`config.mk`:
```
export PLATFORM = sky130hd
export DESIGN_NAME = cnn_layer_seq
export DESIGN_NICKNAME = d
export VERILOG_FILES = /design/src/rtl/cnn_pkg.sv /design/src/rtl/cnn_layer_seq.sv
export SDC_FILE = /design/constraint.sdc
export NUM_CORES = 1
export LEC_CHECK = 0
export ABC_CLOCK_PERIOD_IN_PS = 3400
export BUFFER_PORTS_ARGS = -buffer_cell sky130_fd_sc_hd__buf_2
export CAP_MARGIN = 5
export CELL_PAD_IN_SITES_DETAIL_PLACEMENT = 1
export CELL_PAD_IN_SITES_GLOBAL_PLACEMENT = 2
export CORE_UTILIZATION = 27
export DETAILED_ROUTE_END_ITERATION = 16
export MAX_ROUTING_LAYER = met4
export PLACE_DENSITY_LB_ADDON = 0.05
export SLEW_MARGIN = 0
export SYNTH_ARGS = -nofsm -noshare
export SYNTH_HDL_FRONTEND = slang
export SYNTH_SLANG_ARGS = --single-unit
export TNS_END_PERCENT = 20
```
`constraint.sdc`:
```
create_clock -name clk -period 3.4 [get_ports clk]
set_input_delay 0.34 -clock clk [delete_from_list [all_inputs] [get_ports clk]]
set_output_delay 0.34 -clock clk [all_outputs]
set_load 0.02 [all_outputs]
```
`src/rtl/cnn_pkg.sv`:
```
// Shared types and the constant LeNet-5 layer table used by the layer sequencer.
package cnn_pkg;

   // Operation the compute engine performs for one layer.
   typedef enum logic [1:0] {
      OP_CONV = 2'd0,
      OP_POOL = 2'd1,
      OP_FC   = 2'd2
   } op_e;

   // Sequencer states.
   typedef enum logic [2:0] {
      S_IDLE = 3'd0,
      S_LOAD = 3'd1,
      S_FIRE = 3'd2,
      S_WAIT = 3'd3,
      S_DONE = 3'd4,
      S_ERR  = 3'd5
   } state_e;

   // One row of the layer table.
   // w_off is a byte offset into weight memory.
   typedef struct packed {
      op_e         op;
      logic [5:0]  in_dim;
      logic [4:0]  in_ch;
      logic [6:0]  out_ch;
      logic [2:0]  k;
      logic        relu;
      logic [31:0] w_off;
   } layer_cfg_t;

   // LeNet-5 layers 0..4. Rows 5..7 are unused padding.
   // The FC layer is expressed as a 5x5 kernel covering the whole 5x5 input map.
   // Pooling rows keep the channel count and carry no weights.
   localparam layer_cfg_t LAYER_TABLE [0:7] = '{
      '{OP_CONV, 6'd32, 5'd1,  7'd6,   3'd5, 1'b1, 32'h0000_0000},
      '{OP_POOL, 6'd28, 5'd6,  7'd6,   3'd2, 1'b0, 32'h0000_0000},
      '{OP_CONV, 6'd14, 5'd6,  7'd16,  3'd5, 1'b1, 32'h0000_0260},
      '{OP_POOL, 6'd10, 5'd16, 7'd16,  3'd2, 1'b0, 32'h0000_0000},
      '{OP_FC,   6'd5,  5'd16, 7'd120, 3'd5, 1'b0, 32'h0000_2840},
      '{OP_CONV, 6'd0,  5'd0,  7'd0,   3'd0, 1'b0, 32'h0000_0000},
      '{OP_CONV, 6'd0,  5'd0,  7'd0,   3'd0, 1'b0, 32'h0000_0000},
      '{OP_CONV, 6'd0,  5'd0,  7'd0,   3'd0, 1'b0, 32'h0000_0000}
   };

   // Activation region written by layer idx.
   // Even layers write region A (base 0); odd layers write region B.
   function automatic logic [31:0] act_base(input logic [2:0] idx, input logic [31:0] b_base);
      return idx[0] ? b_base : 32'h0000_0000;
   endfunction

endpackage

```
`src/rtl/cnn_layer_seq.sv`:
```
// LeNet-5 layer sequencer.
// For each layer it loads the configuration from the constant table, pulses the
// compute engine and waits for completion. Activations ping-pong between two
// regions of TEMP BRAM. A per-layer timeout turns a silent engine into an error.
module cnn_layer_seq
   import cnn_pkg::*;
#(
   parameter int          NUM_LAYERS  = 5,
   parameter logic [31:0] TEMP_B_BASE = 32'h0000_1000,
   parameter int          TIMEOUT_CYC = 1 << 20
)(
   input  logic        clk,
   input  logic        rst,
   input  logic        start,
   output logic        done,
   output logic        err,
   output logic        busy,
   output logic [2:0]  layer_idx,
   output logic        eng_start,
   input  logic        eng_done,
   output logic [1:0]  cfg_op,
   output logic        cfg_in_sel,
   output logic [31:0] cfg_in_base,
   output logic [31:0] cfg_out_base,
   output logic [31:0] cfg_w_base,
   output logic [5:0]  cfg_in_dim,
   output logic [4:0]  cfg_in_ch,
   output logic [6:0]  cfg_out_ch,
   output logic [2:0]  cfg_k,
   output logic        cfg_relu
);

   localparam int             CNT_W    = (TIMEOUT_CYC > 2) ? $clog2(TIMEOUT_CYC) : 1;
   localparam logic [CNT_W-1:0] CNT_LAST = CNT_W'(TIMEOUT_CYC - 1);
   localparam logic [2:0]     LAST_IDX = 3'(NUM_LAYERS - 1);

   state_e           r_state;
   state_e           w_next;
   logic [2:0]       r_layer_idx;
   logic [CNT_W-1:0] r_cnt;

   logic [1:0]  r_cfg_op;
   logic        r_cfg_in_sel;
   logic [31:0] r_cfg_in_base;
   logic [31:0] r_cfg_out_base;
   logic [31:0] r_cfg_w_base;
   logic [5:0]  r_cfg_in_dim;
   logic [4:0]  r_cfg_in_ch;
   logic [6:0]  r_cfg_out_ch;
   logic [2:0]  r_cfg_k;
   logic        r_cfg_relu;

   layer_cfg_t  w_entry;
   logic        w_last;
   logic        w_limit;

   assign w_entry = LAYER_TABLE[r_layer_idx];
   assign w_last  = (r_layer_idx == LAST_IDX);
   assign w_limit = (r_cnt == CNT_LAST);

   // State register.
   // NOTE: sequential state is assigned with <= so every flop samples pre-edge values.
   always_ff @(posedge clk) begin
      if (rst) r_state <= S_IDLE;
      else     r_state <= w_next;
   end

   // Next-state logic.
   // On the last timeout cycle eng_done wins over the timeout.
   always_comb begin
      // NOTE: default first so every path assigns w_next and no latch is inferred.
      w_next = r_state;
      case (r_state)
         S_IDLE, S_DONE, S_ERR: if (start) w_next = S_LOAD;
         S_LOAD:                w_next = S_FIRE;
         S_FIRE:                w_next = S_WAIT;
         S_WAIT: begin
            if (eng_done)     w_next = w_last ? S_DONE : S_LOAD;
            else if (w_limit) w_next = S_ERR;
         end
         default:               w_next = S_IDLE;
      endcase
   end

   // Handshake and status outputs, decoded from the state register.
   always_comb begin
      busy      = 1'b0;
      eng_start = 1'b0;
      done      = 1'b0;
      err       = 1'b0;
      case (r_state)
         S_LOAD, S_WAIT: busy = 1'b1;
         S_FIRE: begin
            busy      = 1'b1;
            eng_start = 1'b1;
         end
         S_DONE: done = 1'b1;
         S_ERR: begin
            done = 1'b1;
            err  = 1'b1;
         end
         default: ;
      endcase
   end

   // Layer index, cfg registers and timeout counter.
   // cfg is only written in LOAD, so it holds through WAIT and into DONE/ERR.
   always_ff @(posedge clk) begin
      if (rst) begin
         r_layer_idx    <= '0;
         r_cnt          <= '0;
         r_cfg_op       <= '0;
         r_cfg_in_sel   <= 1'b0;
         r_cfg_in_base  <= '0;
         r_cfg_out_base <= '0;
         r_cfg_w_base   <= '0;
         r_cfg_in_dim   <= '0;
         r_cfg_in_ch    <= '0;
         r_cfg_out_ch   <= '0;
         r_cfg_k        <= '0;
         r_cfg_relu     <= 1'b0;
      end else begin
         case (r_state)
            S_IDLE, S_DONE, S_ERR: begin
               if (start) r_layer_idx <= '0;
            end
            S_LOAD: begin
               r_cfg_op       <= w_entry.op;
               r_cfg_in_sel   <= (r_layer_idx != 3'd0);
               r_cfg_in_base  <= (r_layer_idx == 3'd0) ? 32'h0
                                 : act_base(r_layer_idx - 3'd1, TEMP_B_BASE);
               r_cfg_out_base <= act_base(r_layer_idx, TEMP_B_BASE);
               r_cfg_w_base   <= w_entry.w_off;
               r_cfg_in_dim   <= w_entry.in_dim;
               r_cfg_in_ch    <= w_entry.in_ch;
               r_cfg_out_ch   <= w_entry.out_ch;
               r_cfg_k        <= w_entry.k;
               r_cfg_relu     <= w_entry.relu;
            end
            S_FIRE: r_cnt <= '0;
            S_WAIT: begin
               if (eng_done && !w_last) r_layer_idx <= r_layer_idx + 3'd1;
               // Saturate rather than wrap.
               if (!w_limit) r_cnt <= r_cnt + 1'b1;
            end
            default: ;
         endcase
      end
   end

   assign layer_idx    = r_layer_idx;
   assign cfg_op       = r_cfg_op;
   assign cfg_in_sel   = r_cfg_in_sel;
   assign cfg_in_base  = r_cfg_in_base;
   assign cfg_out_base = r_cfg_out_base;
   assign cfg_w_base   = r_cfg_w_base;
   assign cfg_in_dim   = r_cfg_in_dim;
   assign cfg_in_ch    = r_cfg_in_ch;
   assign cfg_out_ch   = r_cfg_out_ch;
   assign cfg_k        = r_cfg_k;
   assign cfg_relu     = r_cfg_relu;

endmodule

```
==> flow_summary.ini, run 1 <==
[yosys]
syn_avg_cell_area_um2 = 7.81
synth_ff_type = dfxtp_1
synth_top_area_frac = 0.299
synth_area_leader_cell = dfxtp_1
yosys-top-cells-area = dfxtp_1 (30%), buf_4 (27%), a21oi_1 (5.1%)
ys_types = 43
yosysMostFrequentCell = buf_4
synthArstFlopShare = 0
synth_edf_count = 0
synth_cells = 377
yosysWarnings = 0
synth_area_mm2 = 0.00294
synth_top_cells_by_count = buf_4 (104), dfxtp_1 (44), nor2_1 (31)
ys_seq_area_frac = 0.299
ys_ff_latch = 44

[global_route]
grt_max_degree = 25
track_usage = 0.127
grt_pass1_wl_um = 11100
grt_pass1_vias = 2065
antenna_found_initial = 0
grt_remaining_overflow = 0

[sta]
fmax_ghz = 0.420
fin_crit_ns = 2.38
layout_worst_path_cycle_share = 0.701
hold_viol = 0
tightestPinTransition_ns = 0.860
slew_headroom = 0.425
fin_setup_tns_ns = 0
rsz0062_at_grt = false
slew_viol_final = 0
fin_worst_skew_ns = 0.00984
setup_viol = 0

[drt]
wl_per_cell_um = 13.0
postRouteAntennaNets = 0
drcViolationCount = 0
wl_um = 6940
drt_iter0_drc = 51
vias = 2314
via_per_inst = 4.33
firstDrtPassIters = 4

[die]
dieArea_mm2 = 0.0113
fp.coreArea_mm2 = 0.0105
num_rows = 37
fp.dieW_um = 106
fp.dieH_um = 106
start_util = 0.281
ios = 132

[finish]
drive_above_1_share = 0.153
area_growth_pct = -1.02
num_antenna_cells = 0
utilization = 0.279
finalNetCount = 406

[critical_path]
r2r_slack_ns = 1.02
crit_chain = ha_1 -> nand3_1 -> or3_1 -> o21ai_2 -> buf_4 -> a21oi_1 -> a211oi_1
worstSetupPathType = flop to flop
cp_data_required_time_ns = 3.61
startpoint_type = flop
worstReg2RegEnd = r_cnt[8]
cp-end-kind = flop
rr_startpoint = r_cnt[0]
cpMaxStageDelayCell = or3_1
critical_path.max_stage_delay_ns = 0.48
critPathMaxFanout = 13
reg2reg_depth = 7
crit_arrival_ns = 2.60

[clock_tree]
cts.htree.levels = 2
cts_resized = 0
cts_setup_buffers = 0
cts-root-buf = clkbuf_8
cts_hold_repair.buffers = 0
cts_max_path_buffers = 2
cts_buffers = 5
cts.clk_slew.worst_paths_ns = 0.09
clk_latency_ns = 0.29
cts_sinks = 44
cts_tree = done

[placement]
port_buffers = 40
gp_congestion = 0.726
dp_hpwl_um = 5150

[worst_hold_path]
hold_end = r_state[2]
min_path_type = input port to flop
min_from = start
min_path_cells = 3

[power_and_ir_drop]
power.density_mw_per_mm2 = 401
vdd.ir_drop.worst_mv = 0.166
p_leak_nw = 1.25

[status]
status = finished clean

[run]
cap_violations = 0
## flip-flops by register name (all words and copies together) (netlist names)
| signal | cells |
|---|---|
| cfg_out_ch | 2 |
| cfg_out_base | 1 |
| r_state | 3 |
| cfg_in_sel | 1 |
| layer_idx | 3 |
| cfg_in_ch | 2 |
| cfg_in_base | 1 |
| cfg_op | 1 |
| cfg_in_dim | 6 |
| cfg_relu | 1 |
| r_cnt | 20 |
| cfg_w_base | 2 |
| cfg_k | 1 |
## routing by layer
layer  vias up  global-route usage  wire [µm]  share of wire
met5         -                   -          0              0
met4         0              0.0294         46         0.0066
met3         2              0.0202        334          0.048
met2        87               0.193       3090           0.44
met1      1094               0.176       3470           0.50
li1       1131                   -          -              -
## stage by stage
stage	std cells	hold WS (ns)	instance area, µm²	setup slack (ns)	power (W)
CTS	534	0.345	2910	1.02	0.00120
global placement	526	0.445	2820	1.10	0.000831
detailed placement	526	0.450	2820	1.03	0.000833
global route	534	0.402	2910	0.823	0.00124
floorplan	467	0.457	3280	1.47	0.000862
finish	534	0.362	2910	1.02	0.00117
## cell type report
cell class                 instances  area, µm²
clock inverter                     1       7.51
clock buffer                       7       86.3
fill                            1336       7550
timing repair buffer              42        215
multi-input combinational        299       1540
tap                              136        170
inverter                           5       18.8
sequential                        44        881
## power breakdown
group          leakage, nW  switching, W  internal (W)
sequential           0.356     0.0000204      0.000535
combinational        0.846      0.000210     0.0000509
clock               0.0445      0.000187      0.000166
total                 1.25      0.000417      0.000751
## cells by family after synthesis
kind of cell               after synthesis  synth area share
muxes                                    1           0.00510
AOI/OAI and AO/OA                       68             0.138
other                                    1           0.00127
adders and majority gates                5            0.0212
DFF                                     44             0.299
and+or+nand+nor                        134             0.241
buffers and inverters                  124             0.294
## worst max path at each step
stage,startpoint,end,cells after the start
final,r_cnt[0],r_cnt[8],7
after global routing,r_cnt[0],r_cnt[8],7
after CTS,r_cnt[0],r_cnt[8],7
after detailed placement,r_cnt[0],r_cnt[8],7
after global placement,r_cnt[0],r_cnt[8],7
after floorplan,r_cnt[0],r_cnt[18],6
## cells in the final DEF, fill, tap and decap left out, drive strengths merged, types with 2 or more instances in the layout
cell / count
a21oi: 30
a311oi: 4
a31oi: 7
and2: 2
and3: 4
and3b: 2
buf: 42
clkbuf: 7
conb: 91
dfxtp: 44
ha: 5
inv: 5
nand2: 30
nand2b: 7
nand3: 12
nand3b: 5
nand4: 4
nor2: 31
nor2b: 5
nor3: 9
nor3b: 2
o211ai: 4
o21ai: 13
o21bai: 2
o31ai: 4
o41ai: 2
or2: 4
or3: 8
or4: 6
## worst max-delay path: cells and delay by family, from the launching register on
kind	cells	cell delay (ns)
flops	1	0.42
simple gates	2	0.71
buf+inv	1	0.27
compound gates	3	0.67
fa+ha+maj	1	0.22
(Power assumes the default switching activity.)
==> inputs of run 2 (changes only) <==
--- a/config.mk
+++ b/config.mk
@@ -5,12 +5,13 @@
 export SDC_FILE = /design/constraint.sdc
 export NUM_CORES = 1
 export LEC_CHECK = 0
-export ABC_CLOCK_PERIOD_IN_PS = 3400
+export ABC_AREA = 1
+export ABC_CLOCK_PERIOD_IN_PS = 2380
 export BUFFER_PORTS_ARGS = -buffer_cell sky130_fd_sc_hd__buf_2
 export CAP_MARGIN = 5
 export CELL_PAD_IN_SITES_DETAIL_PLACEMENT = 1
 export CELL_PAD_IN_SITES_GLOBAL_PLACEMENT = 2
-export CORE_UTILIZATION = 27
+export CORE_UTILIZATION = 25
 export DETAILED_ROUTE_END_ITERATION = 16
 export MAX_ROUTING_LAYER = met4
 export PLACE_DENSITY_LB_ADDON = 0.05
==> constraint.sdc (replaced) <==
create_clock -name clk -period 2.38 [get_ports clk]
set_input_delay 0.238 -clock clk [delete_from_list [all_inputs] [get_ports clk]]
set_output_delay 0.238 -clock clk [all_outputs]
set_load 0.02 [all_outputs]
==> flow_summary.ini, run 2 <==
[status]
status = finished clean

[power_and_ir_drop]
p_leak_nw = 1.53
vdd.ir_drop.worst_mv = 0.403
power_w = 0.00292
power.density_mw_per_mm2 = 894

[sta]
fin_setup_tns_ns = 0
slew_headroom = 0.618
setup_viol = 0
slew_viol_final = 0
tightestPinTransition_ns = 0.572
setup_ws_ns = 0.454
hold_viol = 0
layout_worst_path_cycle_share = 0.809
fin_crit_ns = 1.93
fmax_ghz = 0.519
rsz0062_at_grt = false
fin_worst_skew_ns = 0.00439

[critical_path]
critical_path.max_stage_delay_ns = 0.43
crit_arrival_ns = 2.15
startpoint_type = flop
path_buf_inv = 1
cp_data_required_time_ns = 2.60
crit_cells = 8
reg2reg_depth = 8
path_delay_family = simple AND/OR/NAND/NOR gates
critPathMaxFanout = 10
cpMaxStageDelayCell = dfxtp_1
worstSetupPathType = flop to flop
cp-end-kind = flop
crit_chain = ha_1 -> nand3_2 -> nor2_4 -> nand3_4 -> nand2_4 -> buf_4 -> nand3_1 -> a21oi_1

[yosys]
synthAdderAreaFrac = 0.0199
synth_ff_type = dfxtp_1
syn_avg_cell_area_um2 = 6.86
synth_area_leader_cell = dfxtp_1
synth_top_area_frac = 0.281
ys_ff_latch = 44
synth_edf_count = 0
ys_seq_area_frac = 0.281
synth_compound_area_frac = 0.0949
yosys-top-cells-area = dfxtp_1 (28%), buf_4 (25%), nand2_1 (11%)
synth_xor_area_frac = 0.00279
synth_cells = 457
synth-simple-area-share = 0.292
yosysMostFrequentCell = buf_4
synth_top_cells_by_count = buf_4 (103), nand2_1 (88), nor2_1 (47)
synth_area_mm2 = 0.00314
synthArstFlopShare = 0
yosysWarnings = 0
ys_types = 30
synth_top_family_by_area = buffers and inverters
synth_mux_area_frac = 0

[placement]
post-place-ws_ns = 0.456
dpl.cell_count = 647
place_area_mm2 = 0.00310
dp_hpwl_um = 6540
gp_congestion = 0.739
port_buffers = 40

[finish]
fill_cells = 1609
num_antenna_cells = 0
top_register = r_cnt
final_common_cell = conb_1
drive_above_1_share = 0.152
area_growth_pct = 4.19
final_cells = 655
largest_reg_flops = 20
stdcell_area_mm2 = 0.00327
layout_common_cells = conb_1 (91), nand2_1 (88), nor2_1 (47)
finalNetCount = 495

[clock_tree]
cts.clk_slew.worst_paths_ns = 0.07
cts.htree.levels = 2
cts_buffers = 5
cts_tree = done
cts_sinks = 44
cts_max_path_buffers = 2
cts_resized = 0
clk_latency_ns = 0.29
cts-root-buf = clkbuf_16
cts_hold_repair.buffers = 0
cts_setup_buffers = 0

[drt]
wl_met1_um = 3950
top_layer = met4
wl_um = 8460
postRouteAntennaNets = 0
wl_met3_um = 232
via_per_inst = 4.00
vias = 2622
drcViolationCount = 0
wl_met2_um = 4220
wl_per_cell_um = 12.9
firstDrtPassIters = 6
drt_iter0_drc = 74

[global_route]
grt_remaining_overflow = 0
antenna_found_initial = 0
track_usage = 0.136
grt_pass1_wl_um = 13400
grt_max_degree = 22
grt_pass1_vias = 2570

[die]
fp.coreArea_mm2 = 0.0121
ios = 132
num_rows = 40
dieArea_mm2 = 0.0130
start_util = 0.259
fp.dieW_um = 114
fp.dieH_um = 114

[run]
cap_violations = 0

[worst_hold_path]
min_path_type = input port to flop
min_path_cells = 2
[run 2: changes by cell type after synthesis, moves of 5 or more]
cell	delta
or4_1	-5
nand3_1	+26
nand2_1	+58
nand2_2	+5
nand3b_1	-5
nor2_1	+16
nor2b_1	-5
nand2b_1	-7
or3_1	-8
inv_1	+30
clkbuf_1	-5
[run 2: logic make-up (layout without fill, tap and decap cells)]
logic type,after synthesis,after routing
other cells,1,91
xor+xnor,1,1
fa+ha+maj,5,5
compound gates,54,54
simple gates,202,202
flops,44,44
buf+inv,150,90
[run 2: area by class of cell]
cell class / instances / area, µm² / share of cell area
clock buffer: 5 / 125 / 0.0383
clock inverter: 3 / 47.5 / 0.0145
inverter: 37 / 139 / 0.0425
multi-input combinational: 353 / 1630 / 0.498
sequential: 44 / 881 / 0.270
tap: 168 / 210 / 0.0643
timing repair buffer: 45 / 238 / 0.0727
[run 2: metrics by stage]
step,hold WS (ns),util
2_1_floorplan,0.459,-
3_3_place_gp,0.458,0.256
3_5_place_dp,0.463,0.256
4_1_cts,0.326,0.270
5_1_grt,0.327,0.270
6_report,0.324,0.270
[run 2: final timing paths]
path	from	endpoint	slack [ns]
max reg2reg	r_cnt[0]	r_cnt[18]	0.45
min reg2reg	cfg_relu	cfg_relu	0.47
min	rst	cfg_in_dim[3]	0.32
max	r_cnt[0]	r_cnt[18]	0.45
[run 2: report_power, final]
part / internal, W / leakage (nW) / switching (W) / total, W
clock: 0.000500 / 0.0840 / 0.000323 / 0.000823
sequential: 0.000854 / 0.357 / 0.0000879 / 0.000942
combinational: 0.000294 / 1.08 / 0.000863 / 0.00116
[run 2: per-layer routing]
layer | up-vias | track usage
li1 | 1325 | -
met1 | 1235 | 0.171
met2 | 57 | 0.232
met3 | 5 | 0.0191
met4 | 0 | 0.0294
met5 | - | -
[run 2: worst reg2reg max path: stages, from the launching register on]
cell and delay [ns]:
dfxtp_1 0.43, ha_1 0.36, nand3_2 0.16, nor2_4 0.20, nand3_4 0.11, nand2_4 0.15, buf_4 0.21, nand3_1 0.09
a21oi_1 0.16
==> inputs of run 3 (changes only) <==
--- a/config.mk
+++ b/config.mk
@@ -5,8 +5,8 @@
 export SDC_FILE = /design/constraint.sdc
 export NUM_CORES = 1
 export LEC_CHECK = 0
-export ABC_AREA = 1
-export ABC_CLOCK_PERIOD_IN_PS = 2380
+export ABC_AREA = 0
+export ABC_CLOCK_PERIOD_IN_PS = 1900
 export BUFFER_PORTS_ARGS = -buffer_cell sky130_fd_sc_hd__buf_2
 export CAP_MARGIN = 5
 export CELL_PAD_IN_SITES_DETAIL_PLACEMENT = 1
==> constraint.sdc (replaced) <==
create_clock -name clk -period 1.9 [get_ports clk]
set_input_delay 0.19 -clock clk [delete_from_list [all_inputs] [get_ports clk]]
set_output_delay 0.19 -clock clk [all_outputs]
set_load 0.02 [all_outputs]
==> flow_summary.ini, run 3 (synthesis results as in run 1) <==
[status]
status = finished clean

[finish]
layout_common_cells = conb_1 (91), dfxtp_1 (40), buf_2 (40)
top_register = r_cnt
stdcell_area_mm2 = 0.00326
final_common_cell = conb_1
finalNetCount = 437
final_cells = 572
num_antenna_cells = 0
utilization = 0.284
fill_cells = 1427
drive_above_1_share = 0.242
largest_reg_flops = 20
area_growth_pct = 10.6

[global_route]
antenna_found_initial = 0
grt_max_degree = 26
grt_pass1_vias = 2194
track_usage = 0.122
grt_pass1_wl_um = 11800
grt_remaining_overflow = 0

[sta]
holdWs_ns = 0.197
layout_worst_path_cycle_share = 0.959
slew_viol_final = 0
fmax_ghz = 0.549
rsz0062_at_grt = true
fin_crit_ns = 1.82
setup_ws_ns = 0.0772
setup_viol = 0
hold_viol = 0
fin_worst_skew_ns = 0.00547

[critical_path]
reg2reg_depth = 5
worstSetupPathType = flop to flop
cpMaxStageDelayCell = or4_4
startpoint_type = flop
critical_path.max_stage_delay_ns = 0.55
crit_chain = nand4_2 -> or4_4 -> and3_4 -> and4_1 -> mux2_4
critPathMaxFanout = 4
crit_cells = 5
path_buf_inv = 0
path_delay_family = simple AND/OR/NAND/NOR gates
cp-end-kind = flop
crit_arrival_ns = 2.00
cp_data_required_time_ns = 2.08

[clock_tree]
cts_max_path_buffers = 2
cts_buffers = 5
cts.clk_slew.worst_paths_ns = 0.07
cts_tree = done
clk_latency_ns = 0.29
cts_sinks = 44
cts-root-buf = clkbuf_16
cts.htree.levels = 2

[power_and_ir_drop]
p_leak_nw = 1.44
power.density_mw_per_mm2 = 733
vdd.ir_drop.worst_mv = 0.310

[placement]
dpl.cell_count = 564
post-place-ws_ns = -0.0109
gp_congestion = 0.733
port_buffers = 40
dp_hpwl_um = 5650
place_area_mm2 = 0.00307

[drt]
drt_iter0_drc = 79
vias = 2415
wl_um = 7270
via_per_inst = 4.22
firstDrtPassIters = 4
wl_per_cell_um = 12.7
drcViolationCount = 0
postRouteAntennaNets = 0

[worst_hold_path]
min_path_type = input port to flop
min_path_cells = 3

[die]
dieArea_mm2 = 0.0122
num_rows = 39
start_util = 0.257
fp.dieW_um = 111
fp.dieH_um = 111
ios = 132
fp.coreArea_mm2 = 0.0115

[run]
cap_violations = 0
run 3: cell types whose count changed in the layout (fill, tap and decap cells not counted), moves of 17 or more:
cell	delta
buf_4	+26
inv_1	-30
nand2_1	-58
nand3_1	-28
nor2_1	-17
run 3: where the power goes:
part	switching, W	total [W]	internal, W
Clock	0.000389	0.000875	0.000486
Sequential	0.0000242	0.000982	0.000958
Combinational	0.000396	0.000528	0.000132
run 3: worst register-to-register path, stage by stage, from the launching register on:
cell     delay (ns)
dfxtp_2        0.36
nand4_2        0.12
or4_4          0.55
and3_4         0.19
and4_1         0.21
mux2_4         0.29
run 3: cell type report:
type	instances	area (µm²)	area share
clock buffers	5	125	0.0384
clock inverters	3	18.8	0.00576
multi-input cells	299	1570	0.483
well taps	143	179	0.0550
repair buffers	73	455	0.140
flip-flops and latches	44	886	0.272
inverters	5	18.8	0.00576
run 3: stage by stage:
stage	power [W]	TNS (ns)
after floorplan	0.00154	0
after global placement	0.00153	0
after detailed placement	0.00153	-0.0109
after CTS	0.00243	0
after global routing	0.00252	-0.0157
final	0.00238	0
run 3: final timing paths:
| path | start | to | slack [ns] |
|---|---|---|---|
| max | r_cnt[18] | r_cnt[18] | 0.08 |
| min | start | r_state[2] | 0.20 |
| max reg2reg | r_cnt[18] | r_cnt[18] | 0.08 |
| min reg2reg | cfg_out_base[12] | cfg_out_base[12] | 0.46 |
run 3: timing repair:
item,4_1_cts,5_1_grt
pin swaps,0,3
cloned,0,0
buffers inserted,0,0
setup endpoints to repair,2,18
hold buffers,0,0
gates resized for setup,1,12
run 3: routing by layer:
metal / global-route usage / wire length (µm) / up-vias
met5: - / 0 / -
met4: 0.0427 / 104 / 0
met3: 0.0165 / 317 / 7
met2: 0.197 / 3330 / 88
met1: 0.157 / 3520 / 1124
li1: - / - / 1196
